$ cat src/rtl/axil_pkg.sv
// Shared types for the AXI4-Lite register controller: response codes and FSM states.
package axil_pkg;

  localparam int unsigned DataWidth = 32;
  localparam int unsigned StrbWidth = DataWidth / 8;

  typedef enum logic [1:0] {
    RESP_OKAY   = 2'b00,
    RESP_SLVERR = 2'b10
  } resp_e;

  typedef enum logic [1:0] {
    W_IDLE = 2'b00,
    W_EXEC = 2'b01,
    W_RESP = 2'b10
  } wr_state_e;

  typedef enum logic [1:0] {
    R_IDLE  = 2'b00,
    R_FETCH = 2'b01,
    R_DATA  = 2'b10
  } rd_state_e;

  function automatic resp_e err_to_resp(input logic err);
    return err ? RESP_SLVERR : RESP_OKAY;
  endfunction

endpackage

$ cat src/rtl/axil_reg_ctrl.sv
// AXI4-Lite slave sequencing a byte-enabled 32-bit register file.
// Independent write (AW/W/B) and read (AR/R) FSMs; all outputs registered.
module axil_reg_ctrl
  import axil_pkg::*;
#(
  parameter int unsigned NumWords  = 64,
  parameter int unsigned AddrWidth = 12,
  localparam int unsigned OffsetWidth = $clog2(NumWords)
) (
  input  logic                   clk,
  input  logic                   reset_n,
  input  logic [AddrWidth-1:0]   awaddr,
  input  logic                   awvalid,
  output logic                   awready,
  input  logic [DataWidth-1:0]   wdata,
  input  logic [StrbWidth-1:0]   wstrb,
  input  logic                   wvalid,
  output logic                   wready,
  output logic [1:0]             bresp,
  output logic                   bvalid,
  input  logic                   bready,
  input  logic [AddrWidth-1:0]   araddr,
  input  logic                   arvalid,
  output logic                   arready,
  output logic [DataWidth-1:0]   rdata,
  output logic [1:0]             rresp,
  output logic                   rvalid,
  input  logic                   rready,
  output logic [OffsetWidth-1:0] rf_wa,
  output logic [DataWidth-1:0]   rf_wd,
  output logic [StrbWidth-1:0]   rf_we,
  output logic [OffsetWidth-1:0] rf_ra,
  input  logic [DataWidth-1:0]   rf_rd
);

  localparam logic [AddrWidth:0] AddrLimit = (AddrWidth + 1)'(NumWords * 4);

  function automatic logic addr_err(input logic [AddrWidth-1:0] a);
    return {1'b0, a} >= AddrLimit;
  endfunction

  function automatic logic [OffsetWidth-1:0] addr_off(input logic [AddrWidth-1:0] a);
    return a[OffsetWidth+1:2];
  endfunction

  // Write path state
  wr_state_e              wr_state_q;
  logic                   aw_got_q, w_got_q;
  logic [AddrWidth-1:0]   awaddr_q;
  logic [DataWidth-1:0]   wdata_q;
  logic [StrbWidth-1:0]   wstrb_q;
  logic                   awready_q, wready_q, bvalid_q;
  resp_e                  bresp_q;
  logic [OffsetWidth-1:0] rf_wa_q;
  logic [DataWidth-1:0]   rf_wd_q;
  logic [StrbWidth-1:0]   rf_we_q;

  // Read path state
  rd_state_e              rd_state_q;
  logic                   rd_err_q;
  logic                   arready_q, rvalid_q;
  resp_e                  rresp_q;
  logic [DataWidth-1:0]   rdata_q;
  logic [OffsetWidth-1:0] rf_ra_q;

  logic                   aw_hs_c, w_hs_c, aw_have_c, w_have_c, wr_err_c;
  logic [AddrWidth-1:0]   aw_addr_c;
  logic [DataWidth-1:0]   w_data_c;
  logic [StrbWidth-1:0]   w_strb_c;

  // Merge held beats with beats handshaking this cycle
  assign aw_hs_c   = awvalid && awready_q;
  assign w_hs_c    = wvalid && wready_q;
  assign aw_have_c = aw_got_q || aw_hs_c;
  assign w_have_c  = w_got_q || w_hs_c;
  assign aw_addr_c = aw_got_q ? awaddr_q : awaddr;
  assign w_data_c  = w_got_q ? wdata_q : wdata;
  assign w_strb_c  = w_got_q ? wstrb_q : wstrb;
  assign wr_err_c  = addr_err(aw_addr_c);

  always_ff @(posedge clk or negedge reset_n) begin
    if (!reset_n) begin
      wr_state_q <= W_IDLE;
      aw_got_q   <= 1'b0;
      w_got_q    <= 1'b0;
      awaddr_q   <= '0;
      wdata_q    <= '0;
      wstrb_q    <= '0;
      awready_q  <= 1'b0;
      wready_q   <= 1'b0;
      bvalid_q   <= 1'b0;
      bresp_q    <= RESP_OKAY;
      rf_wa_q    <= '0;
      rf_wd_q    <= '0;
      rf_we_q    <= '0;
    end else begin
      rf_we_q <= '0;
      unique case (wr_state_q)
        W_IDLE: begin
          if (aw_hs_c) begin
            aw_got_q <= 1'b1;
            awaddr_q <= awaddr;
          end
          if (w_hs_c) begin
            w_got_q <= 1'b1;
            wdata_q <= wdata;
            wstrb_q <= wstrb;
          end
          if (aw_have_c && w_have_c) begin
            wr_state_q <= W_EXEC;
            awready_q  <= 1'b0;
            wready_q   <= 1'b0;
            rf_we_q    <= wr_err_c ? '0 : w_strb_c;
            rf_wa_q    <= addr_off(aw_addr_c);
            rf_wd_q    <= w_data_c;
            bresp_q    <= err_to_resp(wr_err_c);
          end else begin
            awready_q <= !aw_have_c;
            wready_q  <= !w_have_c;
          end
        end
        W_EXEC: begin
          bvalid_q   <= 1'b1;
          wr_state_q <= W_RESP;
        end
        W_RESP: begin
          if (bready) begin
            bvalid_q   <= 1'b0;
            aw_got_q   <= 1'b0;
            w_got_q    <= 1'b0;
            awready_q  <= 1'b1;
            wready_q   <= 1'b1;
            wr_state_q <= W_IDLE;
          end
        end
        default: wr_state_q <= W_IDLE;
      endcase
    end
  end

  // Read FSM; rdata/rresp captured once in R_FETCH so later writes cannot disturb them
  always_ff @(posedge clk or negedge reset_n) begin
    if (!reset_n) begin
      rd_state_q <= R_IDLE;
      rd_err_q   <= 1'b0;
      arready_q  <= 1'b0;
      rvalid_q   <= 1'b0;
      rresp_q    <= RESP_OKAY;
      rdata_q    <= '0;
      rf_ra_q    <= '0;
    end else begin
      unique case (rd_state_q)
        R_IDLE: begin
          if (!arready_q) begin
            arready_q <= 1'b1;
          end else if (arvalid) begin
            rf_ra_q    <= addr_off(araddr);
            rd_err_q   <= addr_err(araddr);
            arready_q  <= 1'b0;
            rd_state_q <= R_FETCH;
          end
        end
        R_FETCH: begin
          rdata_q    <= rd_err_q ? '0 : rf_rd;
          rresp_q    <= err_to_resp(rd_err_q);
          rvalid_q   <= 1'b1;
          rd_state_q <= R_DATA;
        end
        R_DATA: begin
          if (rready) begin
            rvalid_q   <= 1'b0;
            arready_q  <= 1'b1;
            rd_state_q <= R_IDLE;
          end
        end
        default: rd_state_q <= R_IDLE;
      endcase
    end
  end

  assign awready = awready_q;
  assign wready  = wready_q;
  assign bvalid  = bvalid_q;
  assign bresp   = bresp_q;
  assign rf_wa   = rf_wa_q;
  assign rf_wd   = rf_wd_q;
  assign rf_we   = rf_we_q;
  assign arready = arready_q;
  assign rvalid  = rvalid_q;
  assign rresp   = rresp_q;
  assign rdata   = rdata_q;
  assign rf_ra   = rf_ra_q;

endmodule

$ cat config.mk
export PLATFORM = sky130hd
export DESIGN_NAME = axil_reg_ctrl
export DESIGN_NICKNAME = d
export VERILOG_FILES = /design/src/rtl/axil_pkg.sv /design/src/rtl/axil_reg_ctrl.sv
export SDC_FILE = /design/constraint.sdc
export NUM_CORES = 1
export LEC_CHECK = 0
export BUFFER_PORTS_ARGS = -buffer_cell sky130_fd_sc_hd__buf_4
export CELL_PAD_IN_SITES_DETAIL_PLACEMENT = 0
export CELL_PAD_IN_SITES_GLOBAL_PLACEMENT = 1
export CORE_MARGIN = 2
export CORE_UTILIZATION = 42
export CTS_BUF_LIST = sky130_fd_sc_hd__clkbuf_4
export DETAILED_ROUTE_END_ITERATION = 6
export PLACE_DENSITY = 0.91
export SLEW_MARGIN = 20
export SYNTH_ARGS = -nofsm -noshare
export SYNTH_HDL_FRONTEND = slang
export SYNTH_SLANG_ARGS = --single-unit
$ cat constraint.sdc
create_clock -name clk -period 2.19 [get_ports clk]
set_clock_uncertainty 0.1 [all_clocks]
set_input_delay 0.1095 -clock clk [delete_from_list [all_inputs] [get_ports clk]]
set_output_delay 0.1095 -clock clk [all_outputs]
set_load 0.05 [all_outputs]
==> results of run 1 <==
layer usage:
layer,share of wire,routed length (um),up-vias,track usage
met5,0,0,-,0
met4,0.014,214,0,0.0595
met3,0.075,1120,24,0.0795
met2,0.49,7350,170,0.341
met1,0.42,6230,2205,0.237
li1,-,-,2093,-
layout make-up:
type,instances,area share
inverter,4,0.00223
clock buffer,18,0.0150
multi-input combinational,270,0.264
timing repair buffer,291,0.278
tap,184,0.0256
clock inverter,14,0.0249
sequential,140,0.390
cells by family (layout without fill, tap and decap cells):
kind of cell	count (synthesis)	after routing
flip-flops	140	140
multiplexers	135	135
AND/OR/NAND/NOR	87	87
AO/OA/AOI/OAI	46	46
buffers and inverters	32	327
other	1	2
power breakdown:
part / leakage (uW) / internal (uW) / switching, uW
clock network: 0.000192 / 1140 / 909
logic: 0.00226 / 3310 / 4140
registers: 0.00172 / 3750 / 717
layout by cell type (no fill, tap or decap), drive strengths merged:
cell type	Yosys	final
buf	16	197
dfrtp	140	140
mux2	130	130
dlygate4sd3	0	94
nand2	36	36
nand2b	35	35
o21ai	33	33
clkbuf	12	18
clkinv	1	9
a21oi	8	8
nor3	7	7
bufinv	0	6
mux2i	5	5
nor2	3	3
inv	3	3
nor4	2	2
a21o	2	2
o32a	2	2
conb	1	2
a22oi	1	1
or4	1	1
nor4bb	1	1
or2	1	1
nor2b	1	1
final timing paths:
path,end,slack [ps],cells after the start
max reg2reg,rd_err_q,210,5
max in group asynchronous,rf_we[2],1070,4
min in group asynchronous,awaddr_q[10],600,4
max,rd_err_q,210,5
min reg2reg,rdata[13],390,2
min,rf_ra[5],270,3
stage by stage:
step           setup slack [ps]  hold slack [ps]  power, uW
6_report                    214              271      14000
5_1_grt                    85.4              192      14700
4_1_cts                     258              188      14000
3_5_place_dp                266            -19.8      11800
3_3_place_gp                326            -31.9      11500
2_1_floorplan               101             -286       9900
critical path, delay by kind of cell, from the launching register on:
kind                   cells  cell delay, ps
buffers and inverters      2             780
flip-flops                 1             440
AO/OA/AOI/OAI              1             160
AND/OR/NAND/NOR            2             440
registers in the layout, summed over array words and instances, names as in the netlist:
register    flops
rd_err_q        1
rf_wa           6
arready         1
awready         1
rresp           1
bvalid          1
bresp           1
w_got_q         1
rd_state_q      2
wstrb_q         4
wr_state_q      2
aw_got_q        1
rf_ra           6
rdata          32
rf_wd          32
awaddr_q       10
wready          1
wdata_q        32
rvalid          1
rf_we           4
timing repair:
item                      4_1_cts  5_1_grt
hold buffers                   95        0
resized for setup               0        0
hold endpoints to repair      277        0
==> results.md, run 1 <==
Status:
- The run finished with clean final reports.

Drt:
- Summed over all layers, the routed wires come to 14900 um.
- The count of routing violations after the opening detailed-route iteration is 164.
- In the routed layout, each cell is associated on average with a via count of 4.88.
- The number of design rule violations left after detail routing is 0.
- The first detailed-routing pass took 6 iterations.
- In the final routed layout, each cell accounts on average for 16.2 um.
- The number of nets still failing antenna checks after routing is 0.
- The total via count in the routed design is 4492.

STA:
- Setup repair after global routing left no endpoint under its margin.
- The number of max-slew violations in the final report came to 0.
- The minimum period implied by the final worst setup slack is 1980 ps.
- The share of the clock period used by the worst path is 0.902.
- The relative max-transition margin is 0.451.
- Setup violations remaining at the end of the flow were counted as 0.
- The top achievable clock speed is 506 MHz.
- The final-report hold violation count was 0.
- The post-route setup TNS is 0 ps.
- At the pin with the least slew margin, the transition time is 823 ps.

Final layout:
- The sequential cell area is 0.00350 mm^2.
- After filler insertion, the fill cell instance count of the layout stands at 1033.
- The final net count is 823.
- 0 antenna diodes ended up in the layout.
- The signed area change from the synthesized netlist to the final layout is 47.4%.
- The multi-input gate area in the final layout is 0.00238 mm^2.
- At the end of the flow the core is filled with cells to 0.625.
- In the final layout, the share of cells above drive strength 1 is 0.488.
- The final cell area excluding filler cells is 0.00898 mm^2.
- The non-filler instance count after layout is 921.

Setup path:
- The slowest stage cell on the critical path is dlygate4sd3_1.
- The maximum fanout along the worst path is 5.
- The data required time at the worst endpoint is 2550 ps.
- The worst setup path is launched from a flip-flop.
- The startpoint identified for the worst register-to-register timing path is rd_state_q[0].
- The critical path launch point is rd_state_q[0].
- The nature of the critical path endpoint is a flip-flop.
- The critical path is of the flip-flop to flip-flop type.
- The signal on the critical path passes through nor4bb_1 -> buf_4 -> nor2_1 -> a21oi_1 -> dlygate4sd3_1.
- The longest individual stage delay on the worst path is 580 ps.
- STA puts the critical path data arrival time at 2340 ps.

Clocking:
- The insertion delay of the later-clocked pin in the worst-skew pair is 510 ps.
- No sink is reached through more buffers than the 2 on the longest clock path.
- CTS placed an instance of clkbuf_4 at the clock tree root.
- CTS saw 140 sinks.
- Once the clock tree was built, the setup fixing pass inserted 0 buffers.
- The TritonCTS buffer count is 17.
- The clock tree from TritonCTS is done.
- The H-tree was split into 4 levels.
- Clock-pin slew was measured on the worst setup and hold paths at 120 ps.

Logic synthesis:
- The cell area after technology mapping is 0.00609 mm^2.
- Of the total synthesized cell area, the portion taken by AND, OR, NAND and NOR gates is 0.0752.
- The Yosys step of the flow raised 0 warnings.
- In the synthesized netlist the async set-or-reset flop fraction comes to 1.00.
- The sequential share of the synthesized area is 0.575.
- The mean post-synth cell area is 13.8 um^2.
- The number of synthesized flops with an enable pin is 0.
- Among all flip-flop cells after synthesis, the most frequent one is dfrtp_1.
- Ranked by instance count, the synthesized netlist is headed by 140 x dfrtp_1, 89 x mux2_2, 39 x mux2_4.
- After synthesis, the cell types taking the most area are dfrtp_1 57%, mux2_2 16%, mux2_4 9.6%, nand2b_1 3.6%, o21ai_0 2.7%.
- The compound-cell area share of the yosys netlist is 0.0407.
- The share of synthesized cell area in full adder, half adder and majority cells is 0.
- Synthesis inferred 140 register bits.
- Of all cell types, the one taking the most synthesized area is dfrtp_1.
- The post-synthesis cell count is 441.
- The netlist uses 29 different library cells.
- By instance count, the leading cell after synthesis is dfrtp_1.
- Of the total synthesized cell area, the portion taken by XOR and XNOR cells is 0.
- After synthesis, the largest family of logic cells by area is multiplexers.
- The portion of synthesized area spent on multiplexers is 0.272.
- The share of the synthesized area in the top cell type is 0.575.

Floorplan:
- 188 I/O pins were placed.
- The die boundary width is 124 um.
- The core footprint is 0.0144 mm^2.
- The site row count is 44.
- The die footprint is 0.0155 mm^2.
- Measured along the y axis, the die boundary spans 124 um.
- The initial utilization of the core area, before any placement, comes to 0.424.

Power and ir drop:
- The static leakage is 0.00418 uW.
- The power density relative to cell area is 1550 mW/mm^2.
- Across the VDD grid, the largest voltage drop is 0.00109 V.

Min path:
- The worst hold path belongs to the class primary input to flip-flop.
- The startpoint of the most critical hold path is araddr[7].

Global routing:
- Entering global routing, the biggest net connects 47 pins.
- In the global route stage, overall resource usage came out at 0.201.
- The via count of the first global-routing pass came to 5087.
- Summed over all layers, the global routing overflow is 0.
- The first global-routing pass estimated 25100 um of wire.
- The number of antenna violations at the first check in global routing is 0.

Placement:
- Counting tap cells, the placed design contains a total of 794 instances.
- The total half-perimeter wirelength after legalization and detailed placement is 9670 um.
- The final RePlAce weighted congestion is 0.768.
- Once placement finished, the instance area stood at 0.00766 mm^2.
- The port buffer count is 181.

Job:
- Across the run, the number of max-cap violations was 0.
Note: power is estimated with default switching activity, not from simulation.
==> inputs of run 2 (changes only) <==
ABC_AREA = 1   (was default)
CORE_UTILIZATION = 38   (was 42)
PLACE_DENSITY = 0.9   (was 0.91)
RECOVER_POWER = 25   (was default)
==> run 2 against run 1 <==
Against the previous run:
- fmax up 2.2%
- combinational power down 9.0%
- synthesized cell count up 49%
==> results.md, run 2 <==
Status:
- The run finished with clean final reports.

Floorplan:
- Measured along the x axis, the die boundary spans 128 um.
- 188 I/O pins were placed.
- The site row count is 45.
- The initial utilization of the core area, before any placement, comes to 0.386.
- The die footprint is 0.0163 mm^2.
- In this run the vertical extent of the chip is 128 um.
- The core footprint is 0.0150 mm^2.

STA:
- Setup repair after global routing left no endpoint under its margin.
- The final-report hold violation count is 0.
- For the pin with the worst max-slew slack, the measured transition is 868 ps.
- The relative max-transition margin is 0.421.
- Dividing the final minimum period by the clock period gives 0.883.
- The post-route setup TNS is 0 ps.
- The number of max-slew violations in the final report was 0.
- The top achievable clock speed is 517 MHz.
- The minimum period implied by the final worst setup slack is 1930 ps.
- Setup violations remaining at the end of the flow were counted as 0.

Global routing:
- The number of antenna violations at the first check in global routing is 0.
- The overall routing resource usage is 0.201.
- The first global-routing pass estimated 25700 um of wire.
- The via count of the first global-routing pass is 5174.
- The overall overflow remaining after global route is 0.
- The pin count of the biggest net entering global routing is 65.

Min path:
- The tightest min-delay check is of the primary input to flip-flop type.

Power and ir drop:
- The clock group share of total power is 0.124.
- Of the total power, registers draw 0.342.
- The static leakage is 0.00446 uW.
- The worst voltage drop across the vdd grid is 0.000973 V.
- The power density relative to cell area is 1480 mW/mm^2.
- Of the total power, the share spent switching nets is 0.484.
- The analysis attributes to net switching a power of 6160 uW.
- The share of total power dissipated in combinational logic is 0.534.
- The internal power of the cells totals 6560 uW.

Clocking:
- TritonCTS built the clock tree.
- The clock tree synthesis step divided the H-tree into 4 levels.
- No sink is reached through more buffers than the 2 on the longest clock path.
- The clock transition time at the flip-flop clock pins of the worst setup and hold paths is 120 ps.
- The master cell of the clock root buffer is clkbuf_4.
- The number of clock buffers added by TritonCTS is 17.
- For the worst-skew pair, the clock arrives at the later sink with an insertion delay of 540 ps.
- Counting every sink on the clock net gives 140.
- Once the clock tree was built, the setup fixing pass inserted 0 buffers.

Drt:
- The number of nets still failing antenna checks after routing is 0.
- After detailed routing, the number of remaining DRC violations is 0.
- Using the TritonRoute via totals, the vias-per-cell ratio works out to 4.65.
- The count of routing violations after the opening detailed-route iteration is 277.
- After detailed routing, the total wire length is 16200 um.
- The first TritonRoute pass finished after 5 iterations.
- For this block, the via count after detailed routing is 5282.
- After detailed routing, the average wire length per cell comes to 14.2 um.

Final layout:
- The multi-input gate area in the final layout is 0.00200 mm^2.
- Compared with the post-synthesis result, the final layout area differs by 47.8%.
- The core utilization of the finished layout is 0.570.
- The number of fillers in the final layout is 1318.
- The library cell used most frequently in the layout, excluding fill and tap cells, is nand2_1.
- The fraction of layout cells with a size suffix above 1 is 0.280.
- The library cells used most frequently in the layout, excluding fill and tap cells, are 254 x nand2_1, 190 x buf_4, 140 x dfrtp_1.
- The final net count is 1035.
- The number of inserted diodes is 0.
- The sequential cell area is 0.00350 mm^2.

Setup path:
- Counting both buffers and inverters, the worst setup path holds a total of 4.
- The nature of the critical path startpoint is a primary input.
- For the worst setup path, the data arrival time is 2380 ps.
- The nature of the critical path endpoint is an asynchronous set/reset pin.
- The cell that appears most often on the critical path is dlygate4sd3_1.
- For this design, the slowest cell found on the critical path is clkbuf_4.
- The signal on the critical path passes through dlygate4sd3_1 -> dlygate4sd3_1 -> clkbuf_1 -> clkbuf_4.
- The longest individual stage delay on the worst path is 810 ps.
- The cell family contributing the most delay on the critical path is buffers and inverters.
- The maximum fanout along the worst path is 64.
- The data required time at the worst endpoint is 2650 ps.
- The classification of the worst setup path is primary input to asynchronous set/reset pin.

Job:
- The tool flagged a number of max-cap violations equal to 0.

Logic synthesis:
- The number of synthesized flops with an enable pin is 0.
- In the post-synthesis netlist, the biggest area contributors are dfrtp_1 60%, nand2_1 16%, o21ai_0 6.0%, or2_2 3.6%, nand3_1 3.0%.
- The most repeated cell in the gate-level netlist after synthesis is nand2_1.
- The share of the Yosys chip area taken by registers is 0.604.
- The mean post-synth cell area is 8.84 um^2.
- By count the netlist is led by 254 x nand2_1, 140 x dfrtp_1, 70 x o21ai_0.
- The distinct cell type count after synthesis is 21.
- The cell area after technology mapping is 0.00580 mm^2.
- The cell count after synthesis came out at 656.
- Yosys printed 0 warnings.
- The share of the synthesized area in the top cell type is 0.604.
- The share of synthesized flip-flops with an asynchronous set or reset is 1.00.
- The largest total area in the synthesized netlist belongs to dfrtp_1.
- The synthesized flop and latch total is 140.
- The prevailing post-synth register cell is dfrtp_1.

Placement:
- The port buffer count is 181.
- The congestion estimate from routability-driven global placement came to 0.752.
- The total half-perimeter wirelength after legalization and detailed placement is 9630 um.
==> run 2: cell count changes in the layout (fill, tap and decap cells not counted), sizes merged, moves of 20 or more <==
cell and change:
inv +22, mux2 -130, nand2 +219, nand2b -35, nand3 +38, nor2 +20
o21ai +64, or2 +32
==> run 2: kinds of logic (layout without fill, tap and decap cells) <==
logic type	Yosys count	count (layout)	share of synthesized area
AOI/OAI and AO/OA	103	103	0.0893
and+or+nand+nor	349	349	0.255
buffers and inverters	63	353	0.0511
other	1	2	0.000647
DFF	140	140	0.604
==> run 2: through the flow <==
stage	instance area [um^2]	worst slack (ps)	hold slack (ps)	cells	power, uW
3_3_place_gp	7330	382	-68.5	1003	10800
4_1_cts	8610	236	138	1135	12800
2_1_floorplan	5800	611	-286	657	8950
5_1_grt	8570	73.4	158	1135	13600
3_5_place_dp	7330	343	-62.6	1003	11000
6_report	8570	256	206	1135	12700
==> run 2: worst paths after layout <==
| check | start | end | slack, ps | cells past startpoint |
|---|---|---|---|---|
| worst max-delay path | reset_n | wdata_q[18] | 260 | 4 |
| worst min-delay path | rf_rd[26] | rdata[26] | 210 | 4 |
| worst max register to register | wr_state_q[0] | wr_state_q[0] | 260 | 5 |
| worst min register to register | wdata_q[1] | wdata_q[1] | 370 | 2 |
| max in group clk | wr_state_q[0] | wr_state_q[0] | 260 | 5 |
| min in group asynchronous | reset_n | rdata[30] | 1010 | 4 |
==> run 2: what timing repair did <==
action / in CTS / in global routing
endpoints found under the hold margin: 279 / 0
resized for setup: 0 / 0
hold buffers: 102 / 0
==> run 2: metal layers <==
layer  share of wire  GRT usage  vias up
met2            0.47      0.332      205
met4           0.010     0.0549        0
li1                -          -     2637
met3           0.072     0.0590       16
met1            0.44      0.260     2424
met5               0          0        -
==> run 2: final cells by class <==
class,instances,share of cell area
clock inverters,10,0.0118
inverters,26,0.0114
clock buffers,20,0.0175
well taps,188,0.0274
repair buffers,297,0.290
flip-flops and latches,140,0.409
multi-input cells,454,0.234
==> run 2: worst reg2reg max path, cell delays in order, from the launching register on <==
cell,delay (ps)
dfrtp_1,420
nor2_4,120
buf_4,410
nand2_1,160
nor2_2,120
dlygate4sd3_1,560
==> run 2: power by group through the flow <==
stage	sequential (uW)	clock [uW]	combinational [uW]
after CTS	4340	1650	6840
after floorplan	6520	0	2420
final	4350	1580	6790
after global placement	4370	0	6470
after global routing	4470	1770	7390
after detailed placement	4380	0	6580
==> inputs of run 3 (changes only) <==
--- a/config.mk
+++ b/config.mk
@@ -8,4 +8,5 @@
 export ABC_AREA = 1
 export BUFFER_PORTS_ARGS = -buffer_cell sky130_fd_sc_hd__buf_4
+export CAP_MARGIN = 10
 export CELL_PAD_IN_SITES_DETAIL_PLACEMENT = 0
 export CELL_PAD_IN_SITES_GLOBAL_PLACEMENT = 1
==> constraint.sdc (replaced) <==
create_clock -name clk -period 2.19 [get_ports clk]
set_clock_uncertainty 0.1 [all_clocks]
set_input_delay 0.219 -clock clk [delete_from_list [all_inputs] [get_ports clk]]
set_output_delay 0.219 -clock clk [all_outputs]
set_load 0.05 [all_outputs]
==> run 3 against run 2 <==
Against the previous run:
- the flow now finishes with violations (max-capacitance violations, max-slew violations)
- highest routed layer unchanged
- clock-buffer cell count fell by 3
- worst setup slack better by 40 ps
- sequential power hardly changed
- die area is the same
- largest power group unchanged
==> results.md, run 3 (synthesized netlist as in run 2, its figures left out) <==
Clocking:
- In this run, post-CTS repair resized a total of 0 instances.
- The TritonCTS buffer count is 17.
- Clock-pin slew was measured on the worst setup and hold paths at 120 ps.
- TritonCTS built the clock tree.
- The clock passes through at most 2 buffers.
- The clock reaches the later pin of the worst-skew pair after 530 ps.
- The maximum level of the CTS H-tree is 4.
- The number of clock sinks seen by CTS is 140.
- In this run the clock root is driven by a clkbuf_4.

Global routing:
- The overall routing resource usage is 0.198.
- The overall overflow remaining after global route is 0.
- The global-route wire length before repair is 25700 um.
- The via count of the first global-routing pass is 5263.
- The number of antenna violations at the first check in global routing is 0.
- The pin count of the biggest net entering global routing is 65.

Power and ir drop:
- The sequential fraction of design power is 0.337.
- The share of total power dissipated in the clock network is 0.139.
- For this design the ratio of total power to cell area is 1500 mW/mm^2.
- The part of the total power dissipated in combinational logic is 0.524.
- Summed over all cells, the static leakage comes to 0.00450 uW.
- The cell-internal power is 6800 uW.
- VDD sags by at most 0.000925 V.
- The net switching share of the total power is 0.475.
- In this run the power spent charging and discharging nets is 6160 uW.

Floorplan:
- For this configuration, the core starts out at a cell density of 0.386.
- Row generation in the floorplan step produced 45 rows.
- From bottom edge to top edge, the die measures 128 um.
- The floorplan step defined a core boundary enclosing 0.0150 mm^2.
- The number of I/O pins is 188.
- The die footprint is 0.0163 mm^2.
- The floorplan step set the die width to 128 um.

STA:
- Setup repair after global routing left no endpoint under its margin.
- The share of the clock period used by the worst path is 0.865.
- The worst setup margin is 296 ps.
- For the final routed database, the setup TNS stands at 0 ps.
- The pin slew with the least headroom to its limit is 1520 ps.
- The final-report hold violation count is 0.
- Across all hold checks on the routed design, the worst slack comes to 329 ps.
- Subtracting the final worst setup slack from the clock period gives 1890 ps.
- The number of max-slew violations in the final report was 57.
- Headroom to the max-slew limit came out at -0.0156.
- Derived from the worst setup path, the maximum achievable clock frequency is 528 MHz.
- Setup violations remaining at the end of the flow were counted as 0.

Placement:
- Detailed placement ended at an HPWL of 9700 um.
- After detailed placement, the total cell area comes to 0.00736 mm^2.
- The final RePlAce weighted congestion is 0.766.
- The pre-CTS worst setup slack is 554 ps.
- Port buffering added 181 buffers.

Final layout:
- Compared with the post-synthesis result, the final layout area differs by 49.2%.
- Of the cells placed in the final design, the portion with a size suffix greater than 1 is 0.281.
- Leaving out fill and tap cells, the most frequent cell in the layout is nand2_1.
- The final cell area excluding filler cells is 0.00865 mm^2.
- Leaving out fill and tap cells, the most frequent cells in the layout are 254 x nand2_1, 191 x buf_4, 140 x dfrtp_1.
- The number of antenna diodes in the final layout is 0.
- The final layout contains 1034 nets.
- The layout has 1288 filler cells.
- At the end of the flow the core is filled with cells to 0.576.

Min path:
- The tightest min-delay check is of the primary input to flip-flop type.

Drt:
- The first-pass detailed-route iteration total is 4.
- The sum of routed wire length over all layers is 15600 um.
- Using the TritonRoute via totals, the vias-per-cell ratio works out to 4.61.
- The detailed router finished its first iteration with 275 violations.
- The number of nets still failing antenna checks after routing is 0.
- The average detailed-routed wire length per instance is 13.8 um.
- For this run, design rule violations remaining after detail routing come to 0.
- Detailed routing inserted a total of 5233 vias.

Job:
- Max-cap violations in this run came to 1.

Setup path:
- The data arrival time at the worst-slack endpoint is 2220 ps.
- Data on the critical path is required at its endpoint by 2520 ps.
- STA classifies the critical path endpoint as a flip-flop.
- The worst setup path is of the primary input to flip-flop kind.
- Along the worst path, the maximum fanout reaches 1.
- The nature of the critical path startpoint is a primary input.

Status:
- The checks that failed: max-capacitance violations, max-slew violations.
- The flow ran to the end, but the final reports show violations.
## run 3: cell count changes in the layout (fill, tap and decap cells not counted), moves of 2 or more
cell       change
clkinv_1       +2
clkinv_4       +2
buf_12         +2
bufinv_16      +2
clkbuf_1       -2
clkinv_2       -4
clkbuf_4       -4
## run 3: routing by layer
| metal | up-vias | global-route usage | wire length (um) |
|---|---|---|---|
| met1 | 2414 | 0.253 | 6910 |
| li1 | 2638 | - | - |
| met4 | 0 | 0.0491 | 129 |
| met5 | - | 0 | 0 |
| met3 | 11 | 0.0590 | 1210 |
| met2 | 170 | 0.333 | 7370 |
## run 3: worst paths after layout
path / from / endpoint / slack, ps / depth (start not counted)
max in group asynchronous: reset_n / rf_wd[18] / 400 / 3
min in group asynchronous: reset_n / rdata[5] / 500 / 2
max reg2reg: rd_state_q[1] / rf_ra[0] / 360 / 6
min reg2reg: wdata_q[6] / wdata_q[6] / 380 / 2
min: rf_rd[8] / rdata[8] / 330 / 4
max: araddr[11] / rd_err_q / 300 / 8
## run 3: worst max-delay path: stages
cell           delay, ps
dlygate4sd3_1        540
buf_4                130
nor2_1                60
dlygate4sd3_1        540
nand2_1               50
dlygate4sd3_1        560
nand2_1               70
nand2_1               50
## run 3: repair_timing
| item | 4_1_cts | 5_1_grt |
|---|---|---|
| buffers inserted | 0 | 0 |
| endpoints found under the hold margin | 264 | 0 |
| hold buffers | 100 | 0 |
## run 3: per-stage QoR
step	instances	power, uW
2_1_floorplan	657	8950
5_1_grt	1134	13900
6_report	1134	13000
3_3_place_gp	1004	10900
4_1_cts	1134	13100
3_5_place_dp	1004	11000
## run 3: layout make-up
type,instances,area [um^2],area share
multi-input combinational,454,2000,0.231
timing repair buffer,296,2510,0.290
clock buffer,17,128,0.0147
sequential,140,3500,0.405
clock inverter,13,175,0.0202
tap,188,235,0.0272
inverter,26,97.6,0.0113
## run 3: power by group through the flow
stage,combinational [uW],sequential [uW],clock (uW)
3_5_place_dp,6600,4410,0
6_report,6790,4360,1800
5_1_grt,7400,4500,2010
2_1_floorplan,2420,6520,0
3_3_place_gp,6490,4390,0
4_1_cts,6840,4370,1870
